$ cat src/rtl/cpu_ctrl_pkg.sv
// Shared encodings for the hardwired control unit: opcodes, T-state encoding,
// the strobe bundle and per-opcode sequence-length helpers.
package cpu_ctrl_pkg;

  localparam int OPW = 5;
  localparam logic [OPW-1:0] ADD_OP = 5'b00011;

  localparam logic [OPW-1:0] OP_LD   = 5'b00000;
  localparam logic [OPW-1:0] OP_LDI  = 5'b00001;
  localparam logic [OPW-1:0] OP_ST   = 5'b00010;
  localparam logic [OPW-1:0] OP_ADD  = 5'b00011;
  localparam logic [OPW-1:0] OP_SUB  = 5'b00100;
  localparam logic [OPW-1:0] OP_AND  = 5'b00101;
  localparam logic [OPW-1:0] OP_OR   = 5'b00110;
  localparam logic [OPW-1:0] OP_ADDI = 5'b01100;
  localparam logic [OPW-1:0] OP_ANDI = 5'b01101;
  localparam logic [OPW-1:0] OP_ORI  = 5'b01110;
  localparam logic [OPW-1:0] OP_BRX  = 5'b10010;
  localparam logic [OPW-1:0] OP_JR   = 5'b10011;
  localparam logic [OPW-1:0] OP_IN   = 5'b10101;
  localparam logic [OPW-1:0] OP_OUT  = 5'b10110;
  localparam logic [OPW-1:0] OP_MFHI = 5'b10111;
  localparam logic [OPW-1:0] OP_MFLO = 5'b11000;
  localparam logic [OPW-1:0] OP_NOP  = 5'b11001;
  localparam logic [OPW-1:0] OP_HALT = 5'b11010;

  typedef enum logic [3:0] {
    RESET_ST = 4'd0, T0 = 4'd1, T1 = 4'd2, T2 = 4'd3, T3 = 4'd4,
    T4 = 4'd5, T5 = 4'd6, T6 = 4'd7, T7 = 4'd8, HALT_ST = 4'd9
  } state_e;

  typedef struct packed {
    logic PCout, Zhighout, Zlowout, MDRout, HIout, LOout, BAout, InPortout, Cout;
    logic PCin, Zin, MDRin, MARin, Yin, HIin, LOin, IRin, OutPortin, CONin;
    logic Gra, Grb, Grc, Rin, Rout;
    logic IncPC, Read, Write;
    logic [OPW-1:0] ALUop;
  } ctrl_t;

  // Immediate forms reuse the reg-reg ALU codes.
  function automatic logic [OPW-1:0] imm_alu(input logic [OPW-1:0] op);
    case (op)
      OP_ANDI: return OP_AND;
      OP_ORI:  return OP_OR;
      default: return OP_ADD;
    endcase
  endfunction

  function automatic logic is_last(input state_e s, input logic [OPW-1:0] op);
    case (op)
      OP_ADD, OP_SUB, OP_AND, OP_OR,
      OP_ADDI, OP_ANDI, OP_ORI, OP_LDI: return s == T5;
      OP_LD, OP_ST:                     return s == T7;
      OP_BRX:                           return s == T6;
      default:                          return s == T3;
    endcase
  endfunction

endpackage

$ cat src/rtl/ctrl_decode.sv
// Combinational strobe decode: present T-state plus opcode (and CON in brx T6)
// to the full datapath control bundle.
module ctrl_decode
  import cpu_ctrl_pkg::*;
(
  input  logic [3:0]  state_i,
  input  logic [4:0]  op_i,
  input  logic        con_i,
  output logic [31:0] ctrl_o
);

  ctrl_t  c;
  state_e st;

  assign st     = state_e'(state_i);
  assign ctrl_o = c;

  always_comb begin
    c = '0;
    case (st)
      T0: begin c.PCout = 1'b1; c.MARin = 1'b1; c.IncPC = 1'b1; c.PCin = 1'b1; end
      T1: begin c.Read = 1'b1; c.MDRin = 1'b1; end
      T2: begin c.MDRout = 1'b1; c.IRin = 1'b1; end
      T3: begin
        case (op_i)
          OP_ADD, OP_SUB, OP_AND, OP_OR, OP_ADDI, OP_ANDI, OP_ORI:
            begin c.Grb = 1'b1; c.Rout = 1'b1; c.Yin = 1'b1; end
          OP_LD, OP_LDI, OP_ST:
            begin c.Grb = 1'b1; c.BAout = 1'b1; c.Yin = 1'b1; end
          OP_BRX:  begin c.Gra = 1'b1; c.Rout = 1'b1; c.CONin = 1'b1; end
          OP_JR:   begin c.Gra = 1'b1; c.Rout = 1'b1; c.PCin = 1'b1; end
          OP_IN:   begin c.InPortout = 1'b1; c.Gra = 1'b1; c.Rin = 1'b1; end
          OP_OUT:  begin c.Gra = 1'b1; c.Rout = 1'b1; c.OutPortin = 1'b1; end
          OP_MFHI: begin c.HIout = 1'b1; c.Gra = 1'b1; c.Rin = 1'b1; end
          OP_MFLO: begin c.LOout = 1'b1; c.Gra = 1'b1; c.Rin = 1'b1; end
          default: ;
        endcase
      end
      T4: begin
        case (op_i)
          OP_ADD, OP_SUB, OP_AND, OP_OR:
            begin c.Grc = 1'b1; c.Rout = 1'b1; c.Zin = 1'b1; c.ALUop = op_i; end
          OP_ADDI, OP_ANDI, OP_ORI:
            begin c.Cout = 1'b1; c.Zin = 1'b1; c.ALUop = imm_alu(op_i); end
          OP_LD, OP_LDI, OP_ST:
            begin c.Cout = 1'b1; c.Zin = 1'b1; c.ALUop = ADD_OP; end
          OP_BRX: begin c.PCout = 1'b1; c.Yin = 1'b1; end
          default: ;
        endcase
      end
      T5: begin
        case (op_i)
          OP_ADD, OP_SUB, OP_AND, OP_OR, OP_ADDI, OP_ANDI, OP_ORI, OP_LDI:
            begin c.Zlowout = 1'b1; c.Gra = 1'b1; c.Rin = 1'b1; end
          OP_LD, OP_ST: begin c.Zlowout = 1'b1; c.MARin = 1'b1; end
          OP_BRX: begin c.Cout = 1'b1; c.Zin = 1'b1; c.ALUop = ADD_OP; end
          default: ;
        endcase
      end
      T6: begin
        case (op_i)
          OP_LD:  begin c.Read = 1'b1; c.MDRin = 1'b1; end
          OP_ST:  begin c.Gra = 1'b1; c.Rout = 1'b1; c.MDRin = 1'b1; end
          OP_BRX: begin c.Zlowout = con_i; c.PCin = con_i; end
          default: ;
        endcase
      end
      T7: begin
        case (op_i)
          OP_LD:   begin c.MDRout = 1'b1; c.Gra = 1'b1; c.Rin = 1'b1; end
          OP_ST:   c.Write = 1'b1;
          default: ;
        endcase
      end
      default: ;
    endcase
  end

endmodule

$ cat src/rtl/control_sequencer.sv
// Hardwired Moore T-state sequencer for the datapath: fetch T0-T2, decode at
// T3, per-opcode execute states, halt on opcode or latched Stop request.
module control_sequencer
  import cpu_ctrl_pkg::*;
(
  input  logic       Clock,
  input  logic       Reset,
  input  logic [4:0] opcode,
  input  logic       CON,
  input  logic       Stop,
  output logic       PCout, Zhighout, Zlowout, MDRout, HIout, LOout, BAout, InPortout, Cout,
  output logic       PCin, Zin, MDRin, MARin, Yin, HIin, LOin, IRin, OutPortin, CONin,
  output logic       Gra, Grb, Grc, Rin, Rout,
  output logic       IncPC, Read, Write,
  output logic [4:0] ALUop,
  output logic       Run
);

  state_e     state_q, state_d;
  logic [4:0] op_q;
  logic       stop_q;
  logic [4:0] op_cur;
  ctrl_t      ctrl;

  // IR becomes valid in T3; hold it from then on so later T-states are stable.
  assign op_cur = (state_q == T3) ? opcode : op_q;

  always_ff @(posedge Clock) begin
    if (Reset) begin
      state_q <= RESET_ST;
      op_q    <= '0;
      stop_q  <= 1'b0;
    end else begin
      state_q <= state_d;
      if (state_q == T3) op_q <= opcode;
      if (Stop) stop_q <= 1'b1;
    end
  end

  // A Stop seen at any point is held until the instruction's last state.
  always_comb begin
    state_d = state_q;
    case (state_q)
      RESET_ST: state_d = T0;
      T0:       state_d = T1;
      T1:       state_d = T2;
      T2:       state_d = T3;
      T3, T4, T5, T6, T7: begin
        if (state_q == T3 && op_cur == OP_HALT) state_d = HALT_ST;
        else if (is_last(state_q, op_cur))      state_d = (Stop || stop_q) ? HALT_ST : T0;
        else                                    state_d = state_e'(state_q + 4'd1);
      end
      HALT_ST:  state_d = HALT_ST;
      default:  state_d = RESET_ST;
    endcase
  end

  ctrl_decode u_decode (
    .state_i (state_q),
    .op_i    (op_cur),
    .con_i   (CON),
    .ctrl_o  (ctrl)
  );

  always_comb begin
    Run       = (state_q != HALT_ST);
    PCout     = ctrl.PCout;     Zhighout  = ctrl.Zhighout;  Zlowout = ctrl.Zlowout;
    MDRout    = ctrl.MDRout;    HIout     = ctrl.HIout;     LOout   = ctrl.LOout;
    BAout     = ctrl.BAout;     InPortout = ctrl.InPortout; Cout    = ctrl.Cout;
    PCin      = ctrl.PCin;      Zin       = ctrl.Zin;       MDRin   = ctrl.MDRin;
    MARin     = ctrl.MARin;     Yin       = ctrl.Yin;       HIin    = ctrl.HIin;
    LOin      = ctrl.LOin;      IRin      = ctrl.IRin;      OutPortin = ctrl.OutPortin;
    CONin     = ctrl.CONin;     Gra       = ctrl.Gra;       Grb     = ctrl.Grb;
    Grc       = ctrl.Grc;       Rin       = ctrl.Rin;       Rout    = ctrl.Rout;
    IncPC     = ctrl.IncPC;     Read      = ctrl.Read;      Write   = ctrl.Write;
    ALUop     = ctrl.ALUop;
  end

endmodule

$ cat config.mk
export PLATFORM = sky130hd
export DESIGN_NAME = control_sequencer
export DESIGN_NICKNAME = d
export VERILOG_FILES = /design/src/rtl/cpu_ctrl_pkg.sv /design/src/rtl/ctrl_decode.sv /design/src/rtl/control_sequencer.sv
export SDC_FILE = /design/constraint.sdc
export NUM_CORES = 1
export LEC_CHECK = 0
export CAP_MARGIN = 0
export CORE_ASPECT_RATIO = 0.5
export CORE_MARGIN = 8
export CORE_UTILIZATION = 48
export CTS_BUF_LIST = sky130_fd_sc_hd__clkbuf_8
export DETAILED_ROUTE_END_ITERATION = 12
export PLACE_DENSITY_LB_ADDON = 0.2
export SLEW_MARGIN = 20
export SYNTH_ARGS = -nofsm -noshare
export SYNTH_HDL_FRONTEND = slang
export SYNTH_SLANG_ARGS = --single-unit
$ cat constraint.sdc
create_clock -name Clock -period 3.1 [get_ports Clock]
set_input_delay 0.62 -clock Clock [delete_from_list [all_inputs] [get_ports Clock]]
set_output_delay 0.62 -clock Clock [all_outputs]
set_load 0.02 [all_outputs]
==> metrics.txt, run 1 <==
ant diodes=0; Fmax=0.328 GHz; Worst slew margin=between 60% and 70%; Power Density=about 440 mW/mm2; later-pin clock latency in the skew report=0.24 ns; core outline area=0.00255 mm2; Leak Pwr=0.996 nW; Initial Utilization=49.9%; Post-synth EDFFs=0; Setup-failing EPs final=0; Netlist cell types=50; area of the die=0.00466 mm2; Die Wd=88.9 um; Final Worst Setup Slack=0.0547 ns; Final Cycle Share=98.2%; Setup Skew=0.00268 ns; Overflow after GRT=0; # nets final=around 280; Post-synth ARST share=0%; Iteration-0 DRC Markers=104; Worst Hold Class=flip-flop to flip-flop; share of cells above drive strength 1=38.5%; cell taking the most area after synthesis=dfxtp_1; drc violations=0; synthesized area per cell=7.04 um2; Final HPWL DP=3.78 mm; wire per inst=17.1 um; Seq/Total Area, Yosys=15.7%; Placed Instances=approximately 300; Max Cap Viol=0; CTS tree=done; Switching Power=389 uW; commonest non-fill, non-tap cell in the layout=buf_4; Crit path largest cell delay=about 0.44 ns; Total GRT Usage=around 22%; Yosys warning count=0; first-pass GRT wire length=7.95 mm; final hold violation count=0; clk buf depth=2; Finished Layout Cells=302; Tmin final=just over 3 ns; Min Hold Slack=0.467 ns; share of power burned in registers=16.9%; clock transition at the registers of the reported paths=0.05 ns; CTS buffer count=3; synthesis-stage register bit count=10; Setup TNS=0 ns; Worst VDD drop=465 uV; DRT Wirelength=5.17 mm; Slew Viols, Final=0; worst-margin pin slew=0.551 ns; Final GP Congestion=0.948; Clk pwr share=18.1%; Die H=52.4 um; kind of critical path=primary input to output pin; Post-Syn Area=0.00127 mm2; Arrival @ worst endpoint=2.43 ns; Worst setup EP type=output pin; largest cells by area after synthesis=dfxtp_1 (16%), nor2_1 (5.9%), mux2i_1 (5.5%), a21oi_1 (4.7%), o21ai_0 (4.7%); H-tree Lvls=1; startpoint types=primary input; Combinational Power Share=65.0%; Synth top area share=15.7%; Int Power=530 uW; final antenna-violating net count=0; antenna violations before repair=0; status=finished clean; commonest cells after routing, fill and taps aside=buf_4 (53), nor2_1 (18), nand2_1 (13); Sw Share=42.3%; port bufs=36; router iterations before antenna repair=4; Hold Buf Count CTS=0; vias in the first global route=1625; Mapped Cells=181; area delta synth->final=64.2%; Worst Path Required=2.48 ns; pin count of the biggest net entering global routing=13; top_reg_cell synth=dfxtp_1; FP Rows=13; via density per instance=5.82; Worst path slowest cell=clkdlybuf4s50_1; IO Count=42; crit path cell chain=clkdlybuf4s50_1 > nor3_2 > mux2i_2 > or2_4 > nor2_2 > nand4_1 > o21ai_0 > buf_2; via count=about 1800; CTS sink cnt=10; crit-path max FO=5; CTS root buf=clkbuf_8; pre-CTS WS=-0.561 ns
Yosys cell counts (4+ instances only):
library cell / n
mux2i_1: 7
o21ai_0: 12
dfxtp_1: 10
nor2b_1: 5
a21o_1: 4
ha_1: 4
buf_4: 6
nand3b_1: 4
a21oi_1: 12
nor2_1: 20
nor3_1: 11
clkbuf_1: 4
nand2_1: 13
inv_1: 10
nand3_1: 10
power groups by stage:
stage	clock network, mW	logic, mW	registers (mW)
CTS	0.168	0.570	0.155
finish	0.166	0.598	0.155
detailed placement	0	0.582	0.157
global placement	0	0.576	0.156
floorplan	0	0.305	0.161
global route	0.176	0.641	0.158
what timing repair did:
| action | in CTS | in global routing |
|---|---|---|
| setup endpoints to repair | 24 | 17 |
| buffers inserted | 3 | 2 |
| resized for setup | 59 | 33 |
| pin swaps | 2 | 4 |
final timing paths:
| path | startpoint | to | slack (ns) | depth (start not counted) |
|---|---|---|---|---|
| setup / recovery | opcode[0] | Zlowout | 0.05 | 8 |
| hold / removal | stop_q | stop_q | 0.47 | 2 |
| setup reg to reg | state_q[1] | state_q[3] | 0.50 | 11 |
| hold reg to reg | stop_q | stop_q | 0.47 | 2 |
final cells by class:
class,instances,area (um2)
sequential,10,200
inverter,10,37.5
multi-input combinational,150,1050
fill,170,460
tap,37,46.3
timing repair buffer,91,708
clock buffer,4,55.1
routing by layer:
metal | track usage, % | wire length, um | vias to the layer above
met5 | 0 | 0 | -
met2 | 38.6 | 2460 | 84
met4 | 4.71 | 49 | 0
met1 | 26.7 | 2140 | 846
li1 | - | - | 820
met3 | 5.47 | 527 | 7
worst max-delay path, delay by kind of cell:
kind	cells	cell delay, ns
mux	1	0.14
buf+inv	2	0.64
simple gates	4	0.88
compound gates	1	0.14
per-stage QoR:
step	instance area, um2	utilization, %	total power [mW]
2_1_floorplan	1290	-	0.466
3_3_place_gp	1980	77.6	0.732
3_5_place_dp	1980	77.6	0.739
4_1_cts	2080	81.5	0.893
5_1_grt	2090	82.0	0.975
6_report	2090	82.0	0.919
flip-flops by register name, summed over array words and instances (netlist names):
name and count:
stop_q 1, state_q 4, op_q 5
cell families after synthesis:
| logic type | share of synthesized area (%) |
|---|---|
| compound gates | 26.9 |
| xor+xnor | 0.687 |
| fa+ha+maj | 3.93 |
| buf+inv | 10.0 |
| flops | 15.7 |
| mux | 8.15 |
| other cells | 0.294 |
| simple gates | 34.3 |
Power figures use the tool's default switching activity.
==> inputs of run 2 (changes only) <==
--- a/config.mk
+++ b/config.mk
@@ -5,6 +5,7 @@
 export SDC_FILE = /design/constraint.sdc
 export NUM_CORES = 1
 export LEC_CHECK = 0
+export ABC_CLOCK_PERIOD_IN_PS = 3100
 export CAP_MARGIN = 0
 export CORE_ASPECT_RATIO = 0.5
 export CORE_MARGIN = 8
==> results of run 2 <==
The final DEF is identical to that of run 1; final timing and power are the same.
==> inputs of run 3 (changes only) <==
==> constraint.sdc (replaced) <==
create_clock -name Clock -period 3.1 [get_ports Clock]
set_input_delay 0.62 -clock Clock [delete_from_list [all_inputs] [get_ports Clock]]
set_output_delay 0.62 -clock Clock [all_outputs]
set_load 0.01 [all_outputs]
==> metrics.txt, run 3 (synthesis gave the netlist of run 1 again) <==
FP Rows=13 (unchanged); commonest cells after routing, fill and taps aside=buf_4 (53), nor2_1 (17), clkdlybuf4s50_1 (14); R2R setup slack=0.46 ns (-0.04 ns); status=finished clean; Max Cap Viol=0 (unchanged); wire per inst=18.2 um (+6.2%); Power Density=410 mW/mm2 (-6.7%); CTS buffer count=3 (unchanged); max reg flops=5 (unchanged); Final Power=907 uW (-1.4%); Leak Pwr=1.07 nW (+7.5%); share of cells above drive strength 1=35.7% (-2.8 points); Fmax=0.324 GHz (-1.4%); hold_sp=stop_q; Initial Utilization=49.9% (unchanged); WHS Path Cells=2 (unchanged); first-pass GRT wire length=8.19 mm (+3.0%); Die Wd=88.9 um (unchanged); pin count of the biggest net entering global routing=13 (unchanged); core outline area=0.00255 mm2 (unchanged); Register-to-Register Path Depth=13 (+2); Regs by FF count=op_q x5, state_q x4, stop_q x1; via count=1777 (+1.1%); commonest non-fill, non-tap cell in the layout=buf_4; vias in the first global route=1679 (+3.3%); Worst path slowest cell=clkdlybuf4s50_1; clock transition at the registers of the reported paths=0.05 ns (about the same); Sw Share=40.5% (-1.8 points); Clk pwr share=18.3% (+0.2 points); layout filler cell count=154 (-9.4%); Setup Skew=0.00501 ns (+0.00233 ns); Final GP Congestion=0.970 (+2.2%); Hold EP=stop_q; crit-path max FO=6 (+1); Overflow after GRT=0 (unchanged); reg-to-reg startpoint=state_q[1]; clk buf depth=2 (unchanged); crit path cell chain=clkdlybuf4s50_1 > buf_4 > mux2i_4 > buf_4 > nor4b_1 > clkdlybuf4s50_1; worst-margin pin slew=0.623 ns (+0.0717 ns); met3 WL post-DR=544 um (+3.2%); later-pin clock latency in the skew report=0.24 ns (about the same); via density per instance=5.86 (+0.80%); kind of critical path=primary input to output pin; highest routed layer=met4; router iterations before antenna repair=5 (+1); area delta synth->final=73.5%; Worst VDD drop=356 uV (-24%); DRT Wirelength=5.51 mm (+6.6%); Arrival @ worst endpoint=2.47 ns (+0.04 ns); Worst Hold Class=flip-flop to flip-flop; Switching Power=367 uW (-5.7%); Finished Layout Cells=303 (+0.33%); antenna violations before repair=0 (unchanged); Placed Instances=290 (-1.0%); # nets final=280 (+0.36%); routed length on met1=2.29 mm (+6.7%); Int Power=540 uW (+1.8%); Util after Layout=86.6% (+4.7 points); Worst slew margin=58.5% (-4.8 points); final antenna-violating net count=0 (unchanged); Die H=52.4 um (unchanged); port bufs=36 (unchanged); Setup-failing EPs final=0 (unchanged); Combinational Power Share=63.9% (-1.1 points); largest reg by FF count=op_q; Worst Setup SP=opcode[3]; ant diodes=0 (unchanged); CTS tree=done; Iteration-0 DRC Markers=179 (+72%); final hold violation count=0 (unchanged); reg2reg end=state_q[3]; pre-CTS WS=-0.418 ns (+0.143 ns); Final HPWL DP=3.85 mm (+1.9%); Worst Path Required=2.48 ns (about the same); H-tree Lvls=1 (unchanged); share of power burned in registers=17.7% (+0.8 points); IO Count=42 (unchanged); Worst setup EP type=output pin; Slew Viols, Final=0 (unchanged); area of the die=0.00466 mm2 (unchanged); Final Cycle Share=99.6% (+1.4 points); Crit path largest cell delay=0.60 ns (+0.16 ns); Total GRT Usage=22.5% (+0.43 points); Final Worst Setup Slack=0.0127 ns (-0.0419 ns); Met2 Wirelength=2.63 mm (+6.9%); drc violations=0 (unchanged); CTS sink cnt=10 (unchanged); Finished Cell Area=0.00221 mm2 (+5.7%); Tmin final=3.09 ns (+0.0419 ns); CTS root buf=clkbuf_8; startpoint types=primary input; DP Area=0.00196 mm2 (-1.1%)
==> run 3: cell count changes in the layout (fill, tap and decap cells not counted), sizes merged <==
cell / change
clkdlybuf4s50: +2
dlymetal6s2s: +4
dlygate4sd2: +4
buf: -6
clkdlybuf4s15: +1
clkbuf: -6
dlygate4sd1: +2
==> run 3: layout make-up <==
cell class	count	area (um2)	area share [%]
multi-input combinational	150	1090	49.4
clock buffer	4	55.1	2.49
timing repair buffer	92	779	35.2
sequential	10	200	9.05
inverter	10	37.5	1.70
tap	37	46.3	2.09
==> run 3: worst max path at each step <==
stage               end  slack, ns
2_1_floorplan       Gra       0.37
3_3_place_gp        Gra      -0.44
3_5_place_dp        Gra      -0.42
4_1_cts           MDRin    -0.0006
5_1_grt        ALUop[1]      -0.09
6_report          LOout       0.01
==> run 3: worst max-delay path, delay by kind of cell <==
kind	cells	cell delay [ns]
AND/OR/NAND/NOR	1	0.31
buffers and inverters	4	1.43
multiplexers	1	0.09
==> run 3: timing repair <==
action | 4_1_cts | 5_1_grt
hold buffers | 0 | 0
gates resized for setup | 48 | 17
setup buffers | 3 | 6
pin swaps | 8 | 3
setup endpoints to repair | 22 | 14
==> run 3: through the flow <==
| step | hold WS (ns) | TNS [ns] |
|---|---|---|
| finish | 0.470 | 0 |
| CTS | 0.476 | -0.000556 |
| global route | 0.498 | -0.244 |
| global placement | 0.448 | -4.91 |
| detailed placement | 0.464 | -4.95 |
| floorplan | 0.426 | 0 |
==> run 3: metal layers <==
layer / GRT usage [%] / vias to the layer above
met2: 39.8 / 109
met5: 0 / -
met4: 4.16 / 0
met3: 7.19 / 9
li1: - / 824
met1: 26.1 / 835
==> run 3: power groups by stage <==
| stage | clock [mW] | combinational [mW] | sequential, mW |
|---|---|---|---|
| final | 0.166 | 0.580 | 0.161 |
| after global routing | 0.176 | 0.616 | 0.162 |
| after CTS | 0.171 | 0.553 | 0.159 |
| after detailed placement | 0 | 0.532 | 0.160 |
| after global placement | 0 | 0.519 | 0.158 |
| after floorplan | 0 | 0.266 | 0.161 |
